$ cat config.mk
export PLATFORM = sky130hd
export DESIGN_NAME = wb_regfile
export DESIGN_NICKNAME = d
export VERILOG_FILES = /design/src/rtl/wb_regfile.sv
export SDC_FILE = /design/constraint.sdc
export NUM_CORES = 2
export LEC_CHECK = 0
export CAP_MARGIN = 20
export CORE_MARGIN = 2
export CORE_UTILIZATION = 35
export CTS_CLUSTER_SIZE = 25
export DETAILED_ROUTE_END_ITERATION = 10
export GPL_ROUTABILITY_DRIVEN = 0
export PLACE_DENSITY = 0.51
export REMOVE_ABC_BUFFERS = 1
export SETUP_SLACK_MARGIN = 0.15
export SLEW_MARGIN = 20
export SYNTH_ARGS = -nofsm -noshare
export SYNTH_HDL_FRONTEND = slang
export SYNTH_SLANG_ARGS = --single-unit
$ cat constraint.sdc
create_clock -name clk -period 2.66 [get_ports clk]
set_input_delay 0.532 -clock clk [delete_from_list [all_inputs] [get_ports clk]]
set_output_delay 0.532 -clock clk [all_outputs]
set_load 0.1 [all_outputs]
$ cat src/rtl/wb_regfile.sv
// MEM/WB pipeline register and 32-entry architectural register file.
// Two combinational read ports bypass the pending write-back entry; $zero is hardwired.

package the_pkg;
    localparam int BR = 5;
endpackage

// One decode-stage read port: $zero, then pending-entry bypass, then array.
module wb_rf_rdport
    import the_pkg::*;
#(
    parameter int W    = 32,
    parameter int NREG = 2**BR
) (
    input  logic [BR-1:0]          ra,
    input  logic [NREG-1:0][W-1:0] rf,
    input  logic                   pend,
    input  logic [BR-1:0]          pend_rd,
    input  logic [W-1:0]           pend_data,
    output logic [W-1:0]           rd
);

    always_comb begin
        rd = rf[ra];
        if (ra == '0) begin
            rd = '0;
        end else if (pend && (pend_rd == ra)) begin
            rd = pend_data;
        end
    end

endmodule

module wb_regfile
    import the_pkg::*;
#(
    parameter int W    = 32,
    parameter int NREG = 2**BR
) (
    input  logic          clk,
    input  logic          rst,
    input  logic          wb_en_in,
    input  logic [BR-1:0] wb_rd_in,
    input  logic [W-1:0]  wb_data_in,
    input  logic          stall,
    input  logic          flush,
    input  logic [BR-1:0] ra1,
    input  logic [BR-1:0] ra2,
    output logic [W-1:0]  rd1,
    output logic [W-1:0]  rd2,
    output logic          wb_pending,
    output logic [BR-1:0] wb_rd_q,
    output logic [W-1:0]  wb_count
);

    localparam int NRD = 2;

    typedef struct packed {
        logic          v;
        logic          en;
        logic [BR-1:0] rd;
        logic [W-1:0]  data;
    } mw_t;

    mw_t                   mw_q, mw_d;
    logic [NREG-1:0][W-1:0] rf_q, rf_d;
    logic [W-1:0]          cnt_q, cnt_d;
    logic                  commit;

    assign commit = mw_q.v & mw_q.en & (mw_q.rd != '0);

    always_comb begin
        mw_d  = mw_q;
        rf_d  = rf_q;
        cnt_d = cnt_q;
        // A stall freezes everything, including the flush of the incoming slot.
        if (!stall) begin
            if (commit) begin
                rf_d[mw_q.rd] = mw_q.data;
                cnt_d         = cnt_q + W'(1);
            end
            if (flush) begin
                mw_d = '0;
            end else begin
                mw_d.v    = 1'b1;
                mw_d.en   = wb_en_in;
                mw_d.rd   = wb_rd_in;
                mw_d.data = wb_data_in;
            end
        end
    end

    always_ff @(posedge clk) begin
        if (rst) begin
            mw_q  <= '0;
            rf_q  <= '0;
            cnt_q <= '0;
        end else begin
            mw_q  <= mw_d;
            rf_q  <= rf_d;
            cnt_q <= cnt_d;
        end
    end

    logic [NRD-1:0][BR-1:0] ra_v;
    logic [NRD-1:0][W-1:0]  rd_v;

    assign ra_v = {ra2, ra1};

    for (genvar g = 0; g < NRD; g++) begin : g_rp
        wb_rf_rdport #(.W(W), .NREG(NREG)) u_rp (
            .ra        (ra_v[g]),
            .rf        (rf_q),
            .pend      (commit),
            .pend_rd   (mw_q.rd),
            .pend_data (mw_q.data),
            .rd        (rd_v[g])
        );
    end

    assign rd1        = rd_v[0];
    assign rd2        = rd_v[1];
    assign wb_pending = commit;
    assign wb_rd_q    = mw_q.rd;
    assign wb_count   = cnt_q;

endmodule

* Word-level counts from Yosys, hierarchy flattened
Index checks and enable logic that the tools add are counted.
** Operators by class
- $add $sub $neg :: 1
- Order comparisons :: 4
- Equality and inequality tests :: 2
- Muxes and demuxes :: 12
- Bitwise gates (word level) :: 3
- Reduce and logical (&&, ||, !) cells :: 7
** Operator list (number)
- 1024-bit bitwise mux :: 1
- 32-bit binary-select mux with 5-bit select :: 2
- 32-bit 2-to-1 mux :: 7
- 32-bit demux with 5-bit select :: 1
- 39-bit 2-to-1 mux :: 1
- 32-bit by 1-bit adder with 32-bit output (second input constant) :: 1
- 5-bit by 6-bit < comparator with 1-bit output (second input constant) :: 3
- 5-bit equality test :: 2
- 5-bit zero test :: 2
- 5-bit by 1-bit >= comparator with 1-bit output (second input constant) :: 1
- 5-bit nonzero test :: 1
- 1-bit logical AND :: 3
- 1-bit bitwise AND :: 2
- 2-bit AND reduction :: 1
- 1-bit inverter :: 1
** Storage, ports and cells
- Register bits after elaboration :: 1095
- Output and inout port bits :: 102

* Logic depth before layout (Yosys ltp)
- Depth in word-level cells :: 5
- Depth in mapped cells :: 11
- Mapped depth without buffers :: 6

* By module
From an unflattened synthesis, not the netlist that was laid out.
** Second synthesis, totals
- Cell total of the unflattened synthesis :: 6534
- Area, all modules :: 56716.9 µm²
** Modules (own cells, without submodules)
- wb_regfile :: instances 1, cells each 4830, area an instance 38537.0 µm², seq. area each 21921.0 µm²
- wb_rf_rdport :: instances 2, cells each 852, area an instance 9090.0 µm², seq. area each 0.0 µm²

* Least setup slack after synthesis
OpenSTA, ideal clock, no wires.
- Path kind :: input to output
- Start :: in ra2[0]
- End :: out rd2[3]
- Arrival :: 4.000 ns
- Required time :: 2.128 ns
- Setup slack :: -1.872 ns
- Stages :: 10
- Path buffers :: 4
- Path through :: buf_6 > buf_12 > buf_12 > buf_12 > mux2i_1 > a221oi_2 > o21a_1 > o221ai_1 > and3_1 > o21ai_0
** On the way
- Cells in the longest elaborated chain, start to end :: 4
- Elaborated cells between the ends (all ways) :: 7
- Classes of those cells :: 1 x eq/ne; 4 x mux; 2 x reduce/logical
** RTL lines
- start, declared :: line 48 : input logic [BR-1:0] ra2,
- 32-bit binary-select mux with 5-bit select or 5-bit equality test (tied branches) :: line 24, 27
- 32-bit 2-to-1 mux (not written as such) or 1-bit logical AND (tied branches) :: line 24, 27
- 32-bit 2-to-1 mux :: line 27 : end else if (pend && (pend_rd == ra)) begin
- 32-bit 2-to-1 mux * :: line 25 : if (ra == '0) begin
- end, declared :: line 50 : output logic [W-1:0] rd2,
Mark *: on every way between the ends. The rest lies on a longest branch, timed or not. The select of a mux whose other input is x is not followed.

* Final worst setup path
- Start :: reg mw_q (netlist bit wb_rd_q[0])
- End :: out rd1[29]
** On the way
- Cells in the longest elaborated chain, start to end :: 5
- Elaborated cells between the ends (all ways) :: 6
- Classes of those cells :: 1 x eq/ne; 2 x mux; 1 x bitwise; 2 x reduce/logical
** RTL lines
- start, declared :: line 65 : mw_t mw_q, mw_d;
- start signal, assigned :: line 99 : mw_q <= mw_d;
- 5-bit nonzero test :: line 70 : assign commit = mw_q.v & mw_q.en & (mw_q.rd != '0);
- 1-bit bitwise AND :: line 70
- 1-bit logical AND * :: line 27
- 32-bit 2-to-1 mux * :: line 27
- 32-bit 2-to-1 mux * :: line 25
- end, declared :: line 49 : output logic [W-1:0] rd1,
Mark *: on every way between the ends. The rest lies on a longest branch, timed or not.

==> results by group <==
Synthesis
  • Synth Flop Type: dfxtp_1
  • Yosys reg bits: 1095
  • Register area share after synthesis: 39.0%
  • Yosys top cell by area: dfxtp_1
  • Distinct cells, synth: 67
  • Top post-synthesis cells by area: dfxtp_1, mux4_2, nand2_1
  • Syn_area_per_cell: 8.66 um^2
  • Async S/R FF share, synth: 0%
  • Synthesized area: 56200 um^2
  • EDFF count, synth: 0
  • Post-Syn Instances: 6485
  • Post-synth top area share: 39.0%
  • Synthesis Warnings: 0

Worst setup path
  • Setup crit start kind: flip-flop
  • CP Cell Sequence: nor4_4 -> a21o_1 -> buf_12 -> nor3_4 -> buf_6 -> nor2_4 -> buf_12 -> buf_16 -> a22oi_2 -> o22ai_4 -> buf_6 -> buf_12
  • Slowest CP cell: dfxtp_2
  • Crit path largest cell delay: 330 ps
  • Flop2flop setup slack: 290 ps
  • WS Path Type: flip-flop to primary output
  • Worst-path maximum fanout: 7
  • Setup crit end kind: primary output
  • Crit path required time: 2130 ps
  • Cell repeated most along the worst path: buf_12
  • Crit path DAT: 3080 ps

Place
  • Placement Setup Slack: -1250 ps
  • HPWL after DPL: 157000 um
  • IO Port Bufs: 153

Power
  • Logic pwr share: 11.1%
  • Max IR drop VDD: 0.000707 V
  • Sw Pwr: 0.0104 W
  • Final Power: 0.0393 W
  • PwrDens: 549 nW/um^2
  • Seq pwr share: 41.9%
  • Leak: 24.5 nW
  • Net Sw Frac: 26.4%
  • Clock share of power: 47.0%
  • Int Pwr: 0.0289 W

Drt
  • Drt drc: 0
  • Post-route ant nets: 0
  • WL/cell: 27.5 um
  • Final WL: 248000 um
  • Wl on met1: 103000 um
  • Vias: 53100
  • Router iterations before antenna repair: 6
  • Initial drt markers: 6754
  • Via density: 5.90
  • Met3 Wirelength: 24200 um
  • Met2 wire length: 109000 um
  • Top sig layer: met4

Global route
  • Vias in the first global route: 50200
  • Gr ovfl total: 0
  • Largest net degree at the start of global routing: 146
  • Global-route wire length before repair: 355000 um
  • Antenna violations before repair: 0
  • Total global-route track usage: 29.6%

Layout
  • Layout cell share with drive strength beyond 1: 24.9%
  • Antenna diode count: 0
  • Area grow syn2layout: 27.4%
  • Final nets: 6872

Clocking
  • Cts bufs inserted: 131
  • Skew-Pair Late Insertion Delay: 790 ps
  • CTS tree: built
  • CTS max path bufs: 3
  • CTS sink count: 1095
  • Clock transition at the registers of the reported paths: 60 ps
  • H-tree Lvls: 4
  • Cts hold-fix bufs: 0
  • Root Buffer: clkbuf_16

STA
  • Rel. slew slack: 42.4%
  • Fin. Hold Viols: 0
  • Minimum clock period: 3620 ps
  • Max Transition Viols Final: 0
  • Final setup viols: 65
  • Min Hold Slack: 72.5 ps
  • Final TNS setup: -49370 ps
  • RSZ-0062 raised after global routing: yes
  • Final period utilization: 136%
  • Worst-Margin Slew: 860 ps
  • Fmax: 277 MHz
  • Post-route setup slack: -955 ps
  • Max Clock Skew: 28.8 ps

Die
  • Initial Util: 35.1%
  • Site Rows: 147
  • Core area: 160000 um^2
  • Top-Level Pins: 154
  • Die Height: 405 um
  • Die area: 164000 um^2
  • Die X: 405 um

Status
  • Status: finished, violations left
  • Failing checks: setup timing

Job
  • Max-Cap Viols: 0

Worst hold path
  • HP Class: input pin to flip-flop
## cell usage after synthesis, drive strengths merged (52+ instances only)
master     n
nand2   2081
dfxtp   1095
a21oi   1080
clkbuf   501
mux4     402
mux2i    298
buf      175
nor2     175
a221oi   102
o21ai    100
a22oi     91
nor2b     52
## worst paths after layout
| path | cells after the start | to | from |
|---|---|---|---|
| worst min register to register | 2 | rf_q[966] | rf_q[966] |
| worst max register to register | 9 | rf_q[736] | mw_q[37] |
| worst min-delay path | 2 | rf_q[625] | rst |
| worst max-delay path | 12 | rd1[29] | wb_rd_q[0] |
## metal layers
layer,up-vias,GRT usage (%)
met5,-,0
met4,0,13.1
met3,547,6.29
met2,2738,44.6
met1,26400,40.6
li1,23400,-
## cell type report
cell class / instances / area, um^2
multi-input cells: 4700 / 32500
clock buffers: 194 / 3920
clock inverters: 39 / 435
well taps: 2086 / 2610
inverters: 14 / 55.1
repair buffers: 877 / 10100
flip-flops and latches: 1095 / 21900
fillers: 15400 / 88500
## sequential cells by signal, indices dropped and copies added (netlist names)
register,count
wb_count,32
rf_q,1024
mw_q,34
wb_rd_q,5
## cells by family (layout without fill, tap and decap cells)
logic type,after synthesis,in the layout,share of synthesized area (%)
adders and majority gates,1,1,0.0223
xor gates and xnor gates,35,35,0.546
and+or+nand+nor,2447,2447,17.3
AOI/OAI and AO/OA,1497,1497,15.2
muxes,720,720,21.9
DFF,1095,1095,39.0
buffers and inverters,690,1124,5.92
## power groups by stage
stage,Sequential [W],Clock (W),Combinational [W]
floorplan,0.0169,0,0.00123
global placement,0.0168,0,0.00398
detailed placement,0.0168,0,0.00398
CTS,0.0165,0.0187,0.00424
global route,0.0165,0.0193,0.00446
finish,0.0165,0.0185,0.00435
## through the flow
stage / area, um^2 / utilization [%] / std cells
global placement: 65100 / 40.7 / 8720
finish: 71600 / 44.7 / 9005
CTS: 71100 / 44.4 / 8995
global route: 71600 / 44.7 / 9005
floorplan: 52900 / - / 5809
detailed placement: 65100 / 40.7 / 8720
## worst max-delay path: cells and delay by family (launching register included)
family / cells / cell delay [ps]
simple gates: 3 / 520
flops: 1 / 330
buf+inv: 6 / 880
compound gates: 3 / 550
## repair_timing
action	4_1_cts	5_1_grt
pin swaps	71	35
endpoints found under the setup margin	65	65
resized for setup	258	82
gates cloned	5	2
setup buffers	37	8
## layout by cell type, fill, tap and decap left out, types with 21 or more instances in the layout
master	count
a211oi_1	24
a21oi_1	1062
a221o_1	23
a221oi_1	81
a221oi_2	21
a22oi_1	64
a22oi_2	27
buf_12	237
buf_4	531
buf_6	46
clkbuf_1	29
clkbuf_16	139
clkbuf_8	29
clkdlybuf4s50_1	39
clkinv_2	22
dfxtp_1	1082
mux2i_1	288
mux4_2	390
nand2_1	2038
nand2_2	35
nand3_1	21
nor2_1	137
nor2_4	36
nor2b_1	49
o21ai_0	53
o21ai_1	28
No activity file was read; power rests on OpenSTA's default activity.
